==> config.mk <==
export PLATFORM = sky130hd
export DESIGN_NAME = mem_arbiter
export DESIGN_NICKNAME = d
export VERILOG_FILES = /design/src/rtl/mem_arbiter.sv
export SDC_FILE = /design/constraint.sdc
export NUM_CORES = 1
export LEC_CHECK = 0
export ABC_AREA = 0
export CAP_MARGIN = 20
export CORE_MARGIN = 4
export CORE_UTILIZATION = 30
export CTS_CLUSTER_SIZE = 24
export DETAILED_ROUTE_END_ITERATION = 6
export HOLD_SLACK_MARGIN = 0.05
export PLACE_DENSITY = 0.81
export SLEW_MARGIN = 20
export SYNTH_ARGS = -nofsm -noshare
export SYNTH_HDL_FRONTEND = slang
export SYNTH_SLANG_ARGS = --single-unit
==> constraint.sdc <==
create_clock -name clk -period 1.8 [get_ports clk]
set_input_delay 0.36 -clock clk [delete_from_list [all_inputs] [get_ports clk]]
set_output_delay 0.36 -clock clk [all_outputs]
set_load 0.01 [all_outputs]
==> src/rtl/mem_arbiter.sv <==
// Round-robin arbiter sharing one memory port between i-side and d-side; grant is 1 cycle after request.
// Backpressure: requests are level-held and wait through BUSY/RELEASE; a stuck BUSY raises timeout_err.
module mem_arbiter #(
    parameter int TIMEOUT = 1023
) (
    input  logic        clk,
    input  logic        reset,
    input  logic        i_read,
    input  logic [15:0] i_address,
    output logic        i_resp,
    output logic [15:0] i_rdata,
    input  logic        d_read,
    input  logic        d_write,
    input  logic [1:0]  d_byte_enable,
    input  logic [15:0] d_address,
    input  logic [15:0] d_wdata,
    output logic        d_resp,
    output logic [15:0] d_rdata,
    output logic        mem_read,
    output logic        mem_write,
    output logic [1:0]  mem_byte_enable,
    output logic [15:0] mem_address,
    output logic [15:0] mem_wdata,
    input  logic        mem_resp,
    input  logic [15:0] mem_rdata,
    output logic        timeout_err
);

    localparam int CW = $clog2(TIMEOUT + 1);
    localparam logic [CW-1:0] TMAX = CW'(TIMEOUT);

    typedef enum logic [1:0] {IDLE, BUSY_I, BUSY_D, RELEASE} state_t;

    state_t        state;
    logic          last_grant;
    logic [CW-1:0] wd_cnt;
    logic          i_req;
    logic          d_req;
    logic          busy;

    assign i_req = i_read;
    assign d_req = d_read | d_write;
    assign busy  = (state == BUSY_I) || (state == BUSY_D);

    always_ff @(posedge clk or posedge reset) begin
        if (reset) begin
            state       <= IDLE;
            last_grant  <= 1'b1;
            wd_cnt      <= '0;
            timeout_err <= 1'b0;
        end else begin
            case (state)
                IDLE: begin
                    // On a tie the side that did not win last time gets the port.
                    if (i_req && (!d_req || last_grant))
                        state <= BUSY_I;
                    else if (d_req)
                        state <= BUSY_D;
                end
                BUSY_I: begin
                    if (mem_resp) begin
                        last_grant <= 1'b0;
                        state      <= RELEASE;
                    end
                end
                BUSY_D: begin
                    if (mem_resp) begin
                        last_grant <= 1'b1;
                        state      <= RELEASE;
                    end
                end
                RELEASE: state <= IDLE;
                default: state <= IDLE;
            endcase

            // Flag is set on the edge that completes the TIMEOUT-th busy cycle.
            if (busy) begin
                if (wd_cnt != TMAX)
                    wd_cnt <= wd_cnt + CW'(1);
                if (wd_cnt >= TMAX - CW'(1))
                    timeout_err <= 1'b1;
            end else begin
                wd_cnt <= '0;
            end
        end
    end

    always_comb begin
        mem_read        = 1'b0;
        mem_write       = 1'b0;
        mem_byte_enable = 2'b00;
        mem_address     = 16'h0000;
        mem_wdata       = 16'h0000;
        i_resp          = 1'b0;
        d_resp          = 1'b0;
        case (state)
            BUSY_I: begin
                mem_read        = 1'b1;
                mem_byte_enable = 2'b11;
                mem_address     = i_address;
                i_resp          = mem_resp;
            end
            BUSY_D: begin
                mem_read        = d_read;
                mem_write       = d_write;
                mem_byte_enable = d_byte_enable;
                mem_address     = d_address;
                mem_wdata       = d_wdata;
                d_resp          = mem_resp;
            end
            default: ;
        endcase
    end

    assign i_rdata = mem_rdata;
    assign d_rdata = mem_rdata;

endmodule

==> flow_summary.ini <==
[yosys]
synth_edf_count = 0
synth_nets = 263
synth-seq-area-share = 0.242
synth.distinct_cells = 41
synth_area_per_cell_um2 = 7.82
synthArstFlopShare = 1.00
synth_flop_cell = dfrtp_1
ys_seq_elements = 14
synth_area_um2 = 1460
synthCells = 186
ys.warnings.count = 0

[placed_design]
place_congestion = 0.807
dpl.hpwl_um = 3680
dp.cells = 315
io_buffers = 94
pre_cts_ws_ns = -0.176
place_area_um2 = 2270

[sta]
fin_ws_ns = -0.0334
fmax_mhz = 545
final_hold_viol_count = 0
finalClockSkew_ns = 0.00142
tightest_slew_ns = 0.538
rsz0062_at_grt = yes
setup_viol = 16
maxSlewHeadroom = 0.641
drv_slew = 0
timing.final.crit_period_ns = 1.83
finalCritPeriodShare = 1.02

[final_layout]
layout_commonest_cell = clkdlybuf4s50_1
drive_gt1_frac = 0.350
area_delta_synth_final_pct = 66.6
post-route-util = 0.513
final_cells = 324
fin_nets = 335
diodes = 0
layout_common_cells = 56 x clkdlybuf4s50_1, 32 x buf_2, 20 x nor2_1
fillCellCount = 451
fin_area_um2 = 2420

[drt]
routedWlPerCell_um = 15.0
firstDrtPassIters = 4
drt_iter0_markers = 39
wl_met3_um = 441
m1WireLength_um = 1640
met2_length_um = 2670
route.detailed.drc = 0
highest_layer = met4
vias = 1584
avgViaCountPerCell = 4.89
drt_wl_total_um = 4860
ant_nets = 0

[run_status]
violations = setup timing
status = finished with violations

[global_routing]
antenna_found_initial = 0
grt_max_degree = 21
grt-ovfl-total = 0
grt_usage = 0.147
grt_pass1_wl_um = 7090
grt_pass1_vias = 1523

[worst_setup_path]
startpoint_type = flip-flop
r2r_end = wd_cnt[6]
worstPathArrival_ns = 1.47
end_kind = output port
crit_type = flip-flop to output port
ff2ff_setup_slack_ns = 0.27
crit_required_ns = 1.44
r2r_cells = 4
worstReg2RegStart = wd_cnt[1]
critPathMaxFanout = 9

[floorplanning]
die_w_um = 77.6
initial_utilization = 0.308
core-area_um2 = 4720
rows = 25
dieArea_um2 = 6030
ioPinCount = 143
die_h_um = 77.6

[power]
ir_drop_v = 0.000785
leakage_nw = 1.06
power.density_nw_per_um2 = 1230

[cts]
root_buffer = clkbuf_8
clockBufferDepth = 2
clkSlewWorstSetupHoldPaths_ns = 0.06
worstSkewPairLatency_ns = 0.24
cts_sinks = 14
cts_made_buffers = 3
htreeDepth = 1
cts_tree = done

[min_path]
hp-class = input port to asynchronous set/reset pin

[job]
cap_violations = 0
[layout make-up]
| class | instances | area [um^2] | area share |
|---|---|---|---|
| flip-flops and latches | 14 | 352 | 0.145 |
| repair buffers | 110 | 1000 | 0.412 |
| clock buffers | 4 | 45.0 | 0.0186 |
| well taps | 67 | 83.8 | 0.0346 |
| multi-input cells | 121 | 906 | 0.374 |
| inverters | 8 | 37.5 | 0.0155 |
[registers in the layout, indices dropped and copies added, names as in the netlist]
register	flops
timeout_err	1
wd_cnt	10
last_grant	1
state	2
[logic make-up (layout without fill, tap and decap cells)]
group | Yosys count | in the layout | share of synthesized area
compound gates | 45 | 45 | 0.218
fa+ha+maj | 5 | 5 | 0.0430
buf+inv | 51 | 122 | 0.227
flops | 14 | 14 | 0.242
mux | 1 | 1 | 0.00688
simple gates | 70 | 70 | 0.264
[worst max path at each step]
stage              from               to  depth (start not counted)
2_1_floorplan  state[0]   mem_address[0]                          6
3_3_place_gp   state[0]   mem_address[4]                          6
3_5_place_dp   state[0]   mem_address[4]                          6
4_1_cts        state[1]   mem_address[4]                          6
5_1_grt        state[1]  mem_address[13]                          6
6_report       state[1]  mem_address[14]                          6
[synth_stat cells, types with 2 or more instances]
library cell | count | area [um^2]
and2_1 | 18 | 113
ha_1 | 5 | 62.6
nor2_1 | 20 | 75.1
inv_1 | 7 | 26.3
a22oi_1 | 16 | 120
nand2_1 | 5 | 18.8
o21ai_0 | 6 | 30.0
nand4b_1 | 2 | 17.5
buf_4 | 32 | 240
buf_6 | 2 | 22.5
a31oi_1 | 5 | 31.3
nand3_1 | 6 | 30.0
dfrtp_1 | 13 | 325
nor3_1 | 2 | 10.0
a211oi_1 | 2 | 15.0
nand4_1 | 5 | 31.3
a21oi_1 | 6 | 30.0
nor2b_1 | 3 | 18.8
and3_1 | 2 | 12.5
clkbuf_1 | 5 | 18.8
buf_2 | 3 | 15.0
and4_1 | 2 | 17.5
[worst max-delay path, cell delays in order, from the launching register on]
cell	delay, ns
dfrtp_1	0.38
buf_6	0.12
ha_4	0.20
buf_16	0.16
a22oi_2	0.16
nor2_1	0.06
buf_2	0.14
[where the power goes]
group	leakage, nW	internal [mW]	total (mW)	switching, mW
registers	0.187	0.379	0.443	0.0640
logic	0.849	1.16	2.28	1.11
clock network	0.0228	0.157	0.267	0.110
total	1.06	1.70	2.99	1.29
[what timing repair did]
action	in CTS	in global routing
buffers inserted	2	0
pin swaps	2	1
setup endpoints to repair	38	21
hold buffers	0	0
resized for setup	184	14
cloned	2	1
[metrics by stage]
step | TNS, ns | hold WS, ns | total power [mW]
global placement | -3.88 | 0.461 | 2.35
floorplan | 0 | 0.249 | 1.47
global route | -1.09 | 0.486 | 3.18
CTS | -0.208 | 0.479 | 2.86
detailed placement | -4.56 | 0.466 | 2.38
finish | -0.177 | 0.458 | 2.99
[routing by layer]
layer,vias to the layer above,GRT usage
met2,73,0.286
met1,731,0.137
met3,8,0.0545
li1,772,-
met5,-,0
met4,0,0.0498
(Power assumes the default switching activity.)
